[src/rtl/a2d_arbiter.sv]
// a2d_arbiter: round-robin sharing of one A2D SPI converter among three
// requesters (0 = IR sweep, 1 = battery, 2 = motor current). The winner's
// channel is latched, one conversion is issued, and the result goes back
// to the winner. A watchdog ends a conversion that never completes.
//
// state | meaning
// ------+---------------------------------------------------------------
// IDLE  | no transaction; arbitrate among req starting at ptr
// ISSUE | winner latched; a2d_strt_cnv high for this one cycle; tmr cleared
// WAIT  | conversion in flight; finish on a2d_cnv_cmplt or watchdog expiry
module a2d_arbiter #(
  parameter int TMO_CYCLES = 4096
) (
  input  logic        clk,
  input  logic        rst_n,
  input  logic [2:0]  req,
  input  logic [2:0]  chnnl0,
  input  logic [2:0]  chnnl1,
  input  logic [2:0]  chnnl2,
  output logic [2:0]  gnt,
  output logic [2:0]  done,
  output logic        err,
  output logic [11:0] res,
  output logic        a2d_strt_cnv,
  output logic [2:0]  a2d_chnnl,
  input  logic        a2d_cnv_cmplt,
  input  logic [11:0] a2d_res
);

  localparam int TW = (TMO_CYCLES > 1) ? $clog2(TMO_CYCLES) : 1;
  localparam logic [TW-1:0] TMO_LAST = TW'(TMO_CYCLES - 1);

  typedef enum logic [1:0] {
    IDLE  = 2'd0,
    ISSUE = 2'd1,
    WAIT  = 2'd2
  } state_t;

  state_t        state_q, state_d;
  logic [2:0]    gnt_q, gnt_d;
  logic [2:0]    chnnl_q, chnnl_d;
  logic [11:0]   res_q, res_d;
  logic [2:0]    done_q, done_d;
  logic          err_q, err_d;
  logic [1:0]    ptr_q, ptr_d;
  logic [TW-1:0] tmr_q, tmr_d;

  logic [1:0]    pick_idx;
  logic [2:0]    pick_chnnl;
  logic [1:0]    win_idx;
  logic [1:0]    ptr_after;

  // First requester with req set, searching ptr, ptr+1, ptr+2 (mod 3).
  // ptr only ever holds 0..2, so the rotation never sees index 3.
  function automatic logic [1:0] pick(input logic [2:0] r, input logic [1:0] p);
    logic [1:0] a, b, c;
    a = p;
    b = (a == 2'd2) ? 2'd0 : a + 2'd1;
    c = (b == 2'd2) ? 2'd0 : b + 2'd1;
    if (r[a])      pick = a;
    else if (r[b]) pick = b;
    else           pick = c;
  endfunction

  // Arbitration winner and its channel; current owner index and the pointer after it.
  always_comb begin
    pick_idx = pick(req, ptr_q);
    case (pick_idx)
      2'd0:    pick_chnnl = chnnl0;
      2'd1:    pick_chnnl = chnnl1;
      default: pick_chnnl = chnnl2;
    endcase
    if (gnt_q[2])      win_idx = 2'd2;
    else if (gnt_q[1]) win_idx = 2'd1;
    else               win_idx = 2'd0;
    ptr_after = (win_idx == 2'd2) ? 2'd0 : win_idx + 2'd1;
  end

  // Next-state and next-register computation; done/err default to 0 so they pulse.
  always_comb begin
    state_d = state_q;
    gnt_d   = gnt_q;
    chnnl_d = chnnl_q;
    res_d   = res_q;
    done_d  = 3'b000;
    err_d   = 1'b0;
    ptr_d   = ptr_q;
    tmr_d   = tmr_q;
    case (state_q)
      IDLE: begin
        if (|req) begin
          gnt_d   = 3'b001 << pick_idx;
          chnnl_d = pick_chnnl;
          state_d = ISSUE;
        end
      end
      ISSUE: begin
        tmr_d   = '0;
        state_d = WAIT;
      end
      WAIT: begin
        tmr_d = tmr_q + 1'b1;
        // completion takes priority over a watchdog expiry in the same cycle
        if (a2d_cnv_cmplt) begin
          res_d   = a2d_res;
          done_d  = gnt_q;
          gnt_d   = 3'b000;
          ptr_d   = ptr_after;
          state_d = IDLE;
        end else if (tmr_q == TMO_LAST) begin
          done_d  = gnt_q;
          err_d   = 1'b1;
          gnt_d   = 3'b000;
          ptr_d   = ptr_after;
          state_d = IDLE;
        end
      end
      default: state_d = IDLE;
    endcase
  end

  // State and datapath registers with synchronous active-low reset.
  always_ff @(posedge clk) begin
    if (!rst_n) begin
      state_q <= IDLE;
      gnt_q   <= 3'b000;
      chnnl_q <= 3'b000;
      res_q   <= 12'h000;
      done_q  <= 3'b000;
      err_q   <= 1'b0;
      ptr_q   <= 2'd0;
      tmr_q   <= '0;
    end else begin
      state_q <= state_d;
      gnt_q   <= gnt_d;
      chnnl_q <= chnnl_d;
      res_q   <= res_d;
      done_q  <= done_d;
      err_q   <= err_d;
      ptr_q   <= ptr_d;
      tmr_q   <= tmr_d;
    end
  end

  assign gnt          = gnt_q;
  assign done         = done_q;
  assign err          = err_q;
  assign res          = res_q;
  assign a2d_chnnl    = chnnl_q;
  assign a2d_strt_cnv = (state_q == ISSUE);

endmodule

[config.mk]
export PLATFORM = sky130hd
export DESIGN_NAME = a2d_arbiter
export DESIGN_NICKNAME = d
export VERILOG_FILES = /design/src/rtl/a2d_arbiter.sv
export SDC_FILE = /design/constraint.sdc
export NUM_CORES = 1
export LEC_CHECK = 0
export BUFFER_PORTS_ARGS = -buffer_cell sky130_fd_sc_hd__buf_2
export CAP_MARGIN = 20
export CORE_UTILIZATION = 35
export CTS_CLUSTER_DIAMETER = 200
export DETAILED_ROUTE_END_ITERATION = 6
export GPL_TIMING_DRIVEN = 0
export PLACE_DENSITY = 0.64
export SLEW_MARGIN = 20
export SYNTH_ARGS = -nofsm -noshare
export SYNTH_HDL_FRONTEND = slang
export SYNTH_SLANG_ARGS = --single-unit
[constraint.sdc]
create_clock -name clk -period 4.8 [get_ports clk]
set_input_delay 0.96 -clock clk [delete_from_list [all_inputs] [get_ports clk]]
set_output_delay 0.96 -clock clk [all_outputs]
set_load 0.05 [all_outputs]
## Yosys cells after proc, flatten, opt, wreduce, memory -nomap -nowiden

Index checks and enable logic that the tools add are counted.

| storage, ports and cells | value |
|---|---|
| bits in registers | 38 |
| bits in latches | 0 |
| bits in writable memories | 0 |
| bits in read-only memories | 0 |
| input bits | 27 |
| word-level logic and storage cells | 65 |
| memories | 0 |

| cells by class | value |
|---|---|
| add/subtract/negate cells | 4 |
| multiply operators | 0 |
| divide/modulo/power cells | 0 |
| $lt $le $gt $ge | 2 |
| equality and inequality tests | 9 |
| shifts and indexed selects | 1 |
| multiplexer cells | 26 |
| bitwise operators | 2 |
| reductions and logical operators | 13 |

Operators with widths:

| kind | count |
|---|---|
| 12-bit case mux with 2 select lines | 1 |
| 2-bit two-way mux | 11 |
| 3-bit two-way mux | 5 |
| 12-bit by 1-bit adder with 12-bit output, second input constant | 1 |
| 12-bit equality test, second input constant | 1 |
| 3-bit case mux with 2 select lines | 2 |
| 2-bit AND reduction | 5 |
| 2-bit equality test, second input constant | 4 |
| 2-bit by 1-bit adder with 2-bit output, second input constant | 3 |
| 2-bit by 3-bit less-than comparator with 1-bit output, second input constant | 2 |
| 2-bit case mux with 3 select lines | 1 |
| 2-bit nonzero test | 3 |
| 3-bit OR reduction | 2 |
| 1-bit binary-select mux with 2-bit select | 2 |
| 2-bit by 1-bit equality test with 1-bit output, second input constant | 2 |
| 2-bit zero test | 2 |
| 1-bit two-way mux | 4 |
| 3-bit inequality test, second input constant | 1 |
| 3-bit AND reduction | 1 |
| 1-bit by 2-bit << shifter with 3-bit output, first input constant | 1 |
| 2-bit inequality test, second input constant | 1 |
| 1-bit NOT | 2 |

## Depth between registers and ports, before layout

Gate-level depths: netlist of run 1.

| logic depth | value |
|---|---|
| depth after elaboration | 9 |
| depth in mapped cells | 7 |
| mapped depth without buffers | 6 |

## Least setup slack after synthesis of run 1

OpenSTA, ideal clock, no wires.

| path | value |
|---|---|
| path kind | reg2out |
| start | reg state_q[1] |
| end | out a2d_strt_cnv |
| data arrival time | 0.852 ns |
| required time | 3.840 ns |
| setup slack | 2.988 ns |
| stages on the path, launching flop included | 3 |
| buffers on the path | 0 |
| path through | dfxtp_1 > inv_1 > ha_1 |

| on the way | value |
|---|---|
| longest elaborated chain between the ends | 1 |

RTL lines:

| what | RTL line | RTL |
|---|---|---|
| start, declared | 39 | `state_t state_q, state_d;` |
| start signal, assigned | 134 | `state_q <= state_d;` |
| 2-bit by 1-bit equality test with 1-bit output | 150 | `assign a2d_strt_cnv = (state_q == ISSUE);` |
| end, declared | 24 | `output logic a2d_strt_cnv,` |

Every way passes these cells.

## Worst setup path after layout of run 1

Same ends and word-level chain as after synthesis.

==> flow_summary.toml, run 1 <==
[finish]
final_util_pct = 46.28
stdcell_area_sq_mm = 0.002085
multi_input_area_sq_um = 897.1
area_growth_pct = 22.59
drive_above_1_share_pct = 24.31
antenna_cells = 0
seq_area_sq_um = 760.7
final_nets = 287
fillCellCount = 472

[critical_path]
worst_r2r_path_depth = 6
timing.rr.start = "state_q[0]$_SDFFE_PN0P_"
worstSetupPathType = "reg -> out"
reg2reg_slack_ns = 2.99
cp.required_ns = 3.84
crit_fanout = 3
end_kind = "primary output"
reg2reg_to = "tmr_q[4]$_SDFFE_PN0P_"
arrival_ns = 1.16
crit_start = "state_q[1]$_SDFFE_PN0P_"
start_kind = "flop"

[clock_tree]
clock-sinks = 38
clock-root-buffer = "clkbuf_8"
htreeDepth = 2
clockBufferDepth = 2
post_cts_buffers = 0
clk-insertion-delay-late_ns = 0.29
cts_resized = 0
cts_hold_buf = 0
cts_tree = "built"
numCtsBuffers = 5
clk_pin_slew_ns = 0.07

[drt]
viasPerCell = 4.866
drt_iter0_drc = 46
vias = 1494
post-route-drc-count = 0
wire_per_inst_um = 11.56
firstDrtPassIters = 4
ant_nets = 0
wl_um = 3548

[min_path]
hp-start = "res[7]$_SDFFE_PN0P_"
holdPathStages = 2
whs_endpoint = "res[7]$_SDFFE_PN0P_"
hold_class = "reg -> reg"

[synthesis]
syn_nets = 232
synthTopCellsByCount = "nand2_1, dfxtp_1, a21boi_0, nor2_1, o21ai_0"
async_flop_share_pct = 0
yosysTopAreaCellShare_pct = 44.74
synth_area_leaders = "dfxtp_1, nand2_1, a21boi_0"
seq_area_frac_synth_pct = 44.74
synth_edf_count = 0
yosysUniqueCellTypes = 36
synth_most_common_cell = "nand2_1"
avgSynthCellArea_sq_um = 8.502
ys.flop_type = "dfxtp_1"
syn-instance-count = 200
ys_seq_elements = 38
yosys.area.top_type = "dfxtp_1"
synth_area_sq_mm = 0.001700
ys_warn_count = 0

[grt]
grt_pass1_vias = 1348
grt_first_pass_wirelength_um = 5837
overflow = 0
antenna_found_initial = 0
grt_max_degree = 12
grt_usage_pct = 14.76

[place]
dp_slack_ns = 2.700
dpl.hpwl_um = 2611
placed_area_sq_mm = 0.002006
portBuffers = 48
place_congestion = 0.8438

[power]
p_per_area_mw_per_mm2 = 344.1
cellLeakagePower_nw = 0.8615
ir_worst_vdd_mv = 0.1395
power.total_w = 0.0007173

[sta]
setup_viol = 0
slew_viol_final = 0
clock.fmax_mhz = 471.4
rsz0062_at_grt = "false"
layout_setup_ws_ns = 2.679
slew_headroom_pct = 66.99
period_minus_slack_ns = 2.121
layout_worst_path_cycle_share_pct = 44.20
hold_viol = 0
clock_skew_ns = 0.006147
worstMarginPinSlew_ns = 0.4909
finalSetupTns_ns = 0

[die]
start_util_pct = 37.75
fp.dieArea_sq_mm = 0.005141
io_pins = 50
die_w_um = 71.70
rows = 24
dieHeight_um = 71.70
coreArea_sq_mm = 0.004504

[outcome]
outcome = "finished clean"

[run]
drv_cap = 0
-- critical path: stages (launching register included) --
cell     delay [ns]
dfxtp_1        0.33
inv_1          0.11
ha_1           0.17
buf_2          0.27
-- report_power, final --
group / switching [W] / internal, W / total, W
registers: 0.0000122 / 0.000334 / 0.000346
clock network: 0.000109 / 0.0000974 / 0.000206
logic: 0.000114 / 0.0000509 / 0.000165
total: 0.000235 / 0.000482 / 0.000717
-- flip-flops by register name, summed over array words and instances, names as in the netlist --
register and count:
gnt 3, res 12, a2d_chnnl 3, tmr_q 12, done 3, err 1
state_q 2, ptr_q 2
-- worst max-delay path by stage --
stage / depth (start not counted) / slack (ns) / to
4_1_cts: 3 / 2.67 / a2d_strt_cnv
2_1_floorplan: 2 / 2.99 / a2d_strt_cnv
3_3_place_gp: 5 / 2.74 / a2d_chnnl[2]$_SDFFE_PN0P_
5_1_grt: 3 / 2.62 / a2d_strt_cnv
3_5_place_dp: 5 / 2.70 / a2d_chnnl[0]$_SDFFE_PN0P_
6_report: 3 / 2.68 / a2d_strt_cnv
-- layout make-up --
class	count	share of cell area [%]
inverters	4	0.7203
repair buffers	48	11.52
clock inverters	2	0.4802
clock buffers	5	3.301
flip-flops and latches	38	36.49
plain buffers	7	1.321
multi-input cells	151	43.04
well taps	52	3.121
-- cell families after synthesis --
group / Yosys count / synth area share [%]
fa+ha+maj: 5 / 3.679
compound gates: 41 / 17.00
flops: 38 / 44.74
simple gates: 94 / 26.27
xor+xnor: 9 / 4.636
buf+inv: 11 / 2.501
mux: 2 / 1.177
-- per-stage QoR --
step | hold WS [ns] | instances
floorplan | 0.4515 | 200
global placement | 0.4488 | 300
detailed placement | 0.4575 | 300
CTS | 0.4678 | 307
global route | 0.4885 | 307
finish | 0.4616 | 307
-- routing by layer --
layer	up-vias	track usage (%)	routed length, um
met2	43	23.58	1546
met1	658	18.23	1775
met4	0	6.100	17
li1	791	-	-
met5	-	0	0
met3	2	4.923	209
-- cells in the final DEF, fill, tap and decap left out --
| cell type | instances |
|---|---|
| nor4b_1 | 1 |
| and3_1 | 2 |
| ha_1 | 5 |
| buf_2 | 49 |
| nand2_1 | 47 |
| a21boi_1 | 1 |
| clkbuf_8 | 5 |
| a31oi_1 | 6 |
| nor4_1 | 1 |
| o41ai_2 | 1 |
| nor3b_1 | 1 |
| a21oi_1 | 3 |
| nand2b_1 | 1 |
| xor2_1 | 6 |
| a21boi_0 | 13 |
| nor2_1 | 13 |
| a31oi_4 | 1 |
| inv_1 | 4 |
| nor2b_1 | 4 |
| clkbuf_1 | 6 |
| and3_2 | 1 |
| o21ai_0 | 11 |
| o211ai_1 | 1 |
| mux2i_1 | 2 |
| a211oi_1 | 1 |
| or3_1 | 2 |
| a31o_2 | 1 |
| nor3_1 | 3 |
| clkinv_2 | 2 |
| and4_4 | 2 |
| nand4_1 | 3 |
| dfxtp_1 | 38 |
| xnor2_1 | 3 |
| nand3b_1 | 2 |
| o31ai_1 | 2 |
| nand3_1 | 5 |
| or4_1 | 1 |
| and2_1 | 5 |
Note: power is estimated with default switching activity, not from simulation.
==> run 2: changes to the inputs <==
--- a/config.mk
+++ b/config.mk
@@ -11,7 +11,7 @@
 export CTS_CLUSTER_DIAMETER = 200
 export DETAILED_ROUTE_END_ITERATION = 6
 export GPL_TIMING_DRIVEN = 0
-export PLACE_DENSITY = 0.64
+export PLACE_DENSITY = 0.66
 export SLEW_MARGIN = 20
 export SYNTH_ARGS = -nofsm -noshare
 export SYNTH_HDL_FRONTEND = slang
==> constraint.sdc (replaced) <==
create_clock -name clk -period 1.7 [get_ports clk]
set_input_delay 0.34 -clock clk [delete_from_list [all_inputs] [get_ports clk]]
set_output_delay 0.34 -clock clk [all_outputs]
set_load 0.05 [all_outputs]
==> flow_summary.toml, run 2 (same netlist as run 1, synthesis figures left out) <==
[sta]
setup_viol = 0
clock_skew_ns = 0.006254
clock.fmax_mhz = 624.8
layout_worst_path_cycle_share_pct = 94.15
worstMarginPinSlew_ns = 0.5026
hold_viol = 0
layout_setup_ws_ns = 0.09943
slew_headroom_pct = 66.12
period_minus_slack_ns = 1.601
slew_viol_final = 0

[power]
seqPwrFrac_pct = 43.9
comb_power_share_pct = 21.2
ir_worst_vdd_mv = 0.4076
p_int_w = 0.001531
swShare_pct = 31.06
p_switching_w = 0.0006898
power.total_w = 0.002221
p_per_area_mw_per_mm2 = 1036
cellLeakagePower_nw = 0.8751
power_frac_clock_pct = 34.9

[critical_path]
end_kind = "flop"
reg2reg_slack_ns = 0.1
start_kind = "flop"
reg2reg_to = "tmr_q[5]$_SDFFE_PN0P_"
worstSetupPathType = "reg -> reg"
timing.rr.start = "state_q[0]$_SDFFE_PN0P_"
cp.required_ns = 1.93
arrival_ns = 1.83
crit_fanout = 7
worst_r2r_path_depth = 6

[clock_tree]
htreeDepth = 2
cts_tree = "built"
clock-sinks = 38
clk_pin_slew_ns = 0.08
clockBufferDepth = 2
clk-insertion-delay-late_ns = 0.29
numCtsBuffers = 5
clock-root-buffer = "clkbuf_8"
cts_hold_buf = 0

[drt]
wl_um = 3553
ant_nets = 0
drt_iter0_drc = 43
vias = 1505
wire_per_inst_um = 11.54
viasPerCell = 4.886
firstDrtPassIters = 4
post-route-drc-count = 0

[finish]
final_common_cell = "buf_2"
stdcell_area_sq_mm = 0.002143
drive_above_1_share_pct = 27.34
antenna_cells = 0
seq_area_sq_um = 762.0
area_growth_pct = 26.05
fin_cells = 308
final_nets = 287
layout_common_cells = "buf_2, nand2_1, dfxtp_1, nor2_1, a21boi_0"
multi_input_area_sq_um = 908.4
final_util_pct = 47.58
fillCellCount = 441

[die]
rows = 24
io_pins = 50
start_util_pct = 37.75
dieHeight_um = 71.70
fp.dieArea_sq_mm = 0.005141
coreArea_sq_mm = 0.004504
die_w_um = 71.70

[min_path]
whs_endpoint = "err$_SDFF_PP0_"
holdPathStages = 2
hp-start = "a2d_cnv_cmplt"
hold_class = "in -> reg"

[grt]
antenna_found_initial = 0
use_met2_pct = 22.22
grt_max_degree = 14
grt_pass1_vias = 1314
grtUsageMet1_pct = 19.18
grt_usage_pct = 14.63
grt_first_pass_wirelength_um = 5858
grtUsageMet3_pct = 5.204
overflow = 0
busiest_layer = "met2"

[place]
dp_slack_ns = -0.05450
placed_area_sq_mm = 0.002006
portBuffers = 48
place_congestion = 0.7543
dpl.cell_count = 300
dpl.hpwl_um = 2618

[run]
drv_cap = 0

[outcome]
outcome = "finished clean"
==> run 2: cell types whose count changed in the layout (fill, tap and decap cells not counted), sizes merged <==
cell and change:
clkinvlp +2, buf +2, bufinv +1, clkinv -2
clkbuf -2
==> run 2: repair_timing <==
action	4_1_cts	5_1_grt
setup endpoints to repair	22	22
setup buffers	1	1
resized for setup	2	6
pin swaps	1	1
==> run 2: how the worst max path moves through the flow <==
| stage | from | cells after the start | end | slack, ns |
|---|---|---|---|---|
| 2_1_floorplan | state_q[0]$_SDFFE_PN0P_ | 6 | ptr_q[0]$_SDFFE_PN0P_ | 0.17 |
| 4_1_cts | state_q[1]$_SDFFE_PN0P_ | 5 | tmr_q[5]$_SDFFE_PN0P_ | -0.008 |
| 3_5_place_dp | state_q[0]$_SDFFE_PN0P_ | 6 | tmr_q[2]$_SDFFE_PN0P_ | -0.05 |
| 6_report | state_q[0]$_SDFFE_PN0P_ | 6 | tmr_q[5]$_SDFFE_PN0P_ | 0.1 |
| 3_3_place_gp | state_q[0]$_SDFFE_PN0P_ | 6 | tmr_q[4]$_SDFFE_PN0P_ | -0.06 |
| 5_1_grt | state_q[0]$_SDFFE_PN0P_ | 6 | tmr_q[7]$_SDFFE_PN0P_ | -0.02 |
==> run 2: stage by stage <==
step                hold WS, ns  setup TNS, ns
floorplan                0.4183              0
global placement         0.4500        -0.5761
detailed placement       0.4536        -0.4845
CTS                      0.2724      -0.007565
global route             0.2902       -0.02811
finish                   0.2794              0
==> run 2: power by group through the flow <==
stage | Sequential (W) | Combinational [W] | Clock [W]
global placement | 0.000996 | 0.000462 | 0
CTS | 0.000975 | 0.000468 | 0.000797
global route | 0.000984 | 0.000514 | 0.000833
floorplan | 0.00111 | 0.000228 | 0
detailed placement | 0.000995 | 0.000465 | 0
finish | 0.000976 | 0.000471 | 0.000775
==> run 2: layout make-up <==
type,count,share of cell area (%)
plain buffers,5,1.109
well taps,52,3.036
clock buffers,5,3.211
clock inverters,3,2.102
flip-flops and latches,38,35.55
repair buffers,50,11.91
multi-input cells,151,42.38
inverters,4,0.7005
==> run 2: worst max-delay path, stage by stage, from the launching register on <==
cell,delay (ns)
dfxtp_1,0.36
inv_1,0.09
ha_2,0.38
nand4_1,0.10
buf_4,0.17
or3_1,0.31
a21oi_1,0.14
==> run 2: routing by layer <==
layer | vias to the layer above | share of wire [%] | routed length [um]
met4 | 0 | 1.3 | 45
met5 | - | 0 | 0
met1 | 659 | 49 | 1750
met2 | 44 | 43 | 1523
li1 | 797 | - | -
met3 | 5 | 6.6 | 233
==> run 3: changes to the inputs <==
--- a/config.mk
+++ b/config.mk
@@ -7,11 +7,12 @@
 export LEC_CHECK = 0
 export BUFFER_PORTS_ARGS = -buffer_cell sky130_fd_sc_hd__buf_2
 export CAP_MARGIN = 20
-export CORE_UTILIZATION = 35
+export CORE_MARGIN = 2
+export CORE_UTILIZATION = 25
 export CTS_CLUSTER_DIAMETER = 200
 export DETAILED_ROUTE_END_ITERATION = 6
 export GPL_TIMING_DRIVEN = 0
-export PLACE_DENSITY = 0.66
+export PLACE_DENSITY = 0.52
 export SLEW_MARGIN = 20
 export SYNTH_ARGS = -nofsm -noshare
 export SYNTH_HDL_FRONTEND = slang
==> flow_summary.toml, run 3 (same netlist as run 1, synthesis figures left out) <==
[outcome]
outcome = "finished clean"

[power]
ir_worst_vdd_mv = 0.4182
p_int_w = 0.001680
p_switching_w = 0.0006957
comb_power_share_pct = 19.8
seqPwrFrac_pct = 41.1
power_frac_clock_pct = 39.2
cellLeakagePower_nw = 0.8958
p_per_area_mw_per_mm2 = 1078
swShare_pct = 29.28

[place]
dpl.hpwl_um = 2902
placed_area_sq_mm = 0.002041
dpl.cell_count = 328
place_congestion = 0.7425
portBuffers = 48

[clock_tree]
numCtsBuffers = 5
clock-root-buffer = "clkbuf_8"
clk-insertion-delay-late_ns = 0.29
cts_hold_buf = 0
clock-sinks = 38
htreeDepth = 2
cts_tree = "built"
clk_pin_slew_ns = 0.08
clockBufferDepth = 2

[sta]
slew_viol_final = 0
worstMarginPinSlew_ns = 0.4804
clock_skew_ns = 0.009163
layout_worst_path_cycle_share_pct = 93.95
rsz0062_at_grt = "true"
slew_headroom_pct = 67.70
period_minus_slack_ns = 1.597
hold_viol = 0
timing.hold.ws_ns = 0.2901
clock.fmax_mhz = 626.1
setup_viol = 0

[drt]
drt_iter0_drc = 61
wire_per_inst_um = 11.39
post-route-drc-count = 0
firstDrtPassIters = 3
vias = 1525
viasPerCell = 4.525
wl_um = 3838
ant_nets = 0

[grt]
grt_max_degree = 14
antenna_found_initial = 0
overflow = 0
grt_first_pass_wirelength_um = 6479
grt_pass1_vias = 1419
grt_usage_pct = 10.91

[min_path]
holdPathStages = 3
hold_class = "in -> reg"

[critical_path]
cp.required_ns = 1.93
arrival_ns = 1.82
worstSetupPathType = "reg -> reg"
start_kind = "flop"
crit_fanout = 7
worst_r2r_path_depth = 6
end_kind = "flop"

[die]
coreArea_sq_mm = 0.006681
io_pins = 50
dieHeight_um = 86.47
start_util_pct = 25.45
fp.dieArea_sq_mm = 0.007477
die_w_um = 86.47
rows = 30

[finish]
multi_input_area_sq_um = 908.4
drive_above_1_share_pct = 27.24
stdcell_area_sq_mm = 0.002203
seq_area_sq_um = 760.7
fin_cells = 337
antenna_cells = 0
fillCellCount = 702
layout_common_cells = "buf_2, nand2_1, dfxtp_1, nor2_1, a21boi_0"
final_common_cell = "buf_2"
final_nets = 288
area_growth_pct = 29.58

[run]
drv_cap = 0
[run 3: worst paths after layout]
| kind | to | slack [ns] | from |
|---|---|---|---|
| setup / recovery | tmr_q[7]$_SDFFE_PN0P_ | 0.10 | state_q[1]$_SDFFE_PN0P_ |
| hold reg to reg | res[8]$_SDFFE_PN0P_ | 0.46 | res[8]$_SDFFE_PN0P_ |
| setup reg to reg | tmr_q[7]$_SDFFE_PN0P_ | 0.10 | state_q[1]$_SDFFE_PN0P_ |
| hold / removal | res[5]$_SDFFE_PN0P_ | 0.29 | a2d_res[5] |
[run 3: per-layer routing]
layer / global-route usage [%] / vias up / share of wire [%]
li1: - / 801 / -
met3: 3.810 / 5 / 5.9
met2: 17.48 / 37 / 44
met4: 3.409 / 0 / 1.2
met5: 0 / - / 0
met1: 13.77 / 682 / 49
[run 3: cell type report]
| type | instances | area share, % |
|---|---|---|
| multi-input cells | 151 | 41.23 |
| flip-flops and latches | 38 | 34.53 |
| repair buffers | 50 | 11.58 |
| well taps | 80 | 4.543 |
| clock buffers | 5 | 3.123 |
| clock inverters | 3 | 3.123 |
| plain buffers | 6 | 1.193 |
| inverters | 4 | 0.6814 |
[run 3: through the flow]
stage / setup WS [ns] / total power [W] / TNS [ns] / utilization [%]
after floorplan: 0.1658 / 0.001337 / 0 / -
after global placement: -0.07592 / 0.001468 / -0.9375 / 30.54
after detailed placement: -0.06867 / 0.001468 / -0.7414 / 30.54
after CTS: 0.03022 / 0.002405 / 0 / 32.88
after global routing: -0.008182 / 0.002505 / -0.008182 / 32.98
final: 0.1028 / 0.002376 / 0 / 32.98
[run 3: what timing repair did]
action	in CTS	in global routing
pin swaps	1	0
buffers inserted	2	0
cloned	0	0
setup endpoints to repair	21	21
resized for setup	2	4
[run 3: power groups by stage]
stage | clock [W] | sequential, W | combinational, W
2_1_floorplan | 0 | 0.00111 | 0.000228
3_3_place_gp | 0 | 0.000996 | 0.000472
3_5_place_dp | 0 | 0.000997 | 0.000471
4_1_cts | 0.000955 | 0.000976 | 0.000474
5_1_grt | 0.00100 | 0.000984 | 0.000521
6_report | 0.000930 | 0.000975 | 0.000470
[run 3: critical path, cell delays in order (launching register included)]
cell and delay [ns]:
dfxtp_1 0.36, inv_1 0.09, ha_2 0.39, nand4_1 0.09
buf_4 0.16, or3_1 0.30, a21oi_1 0.14
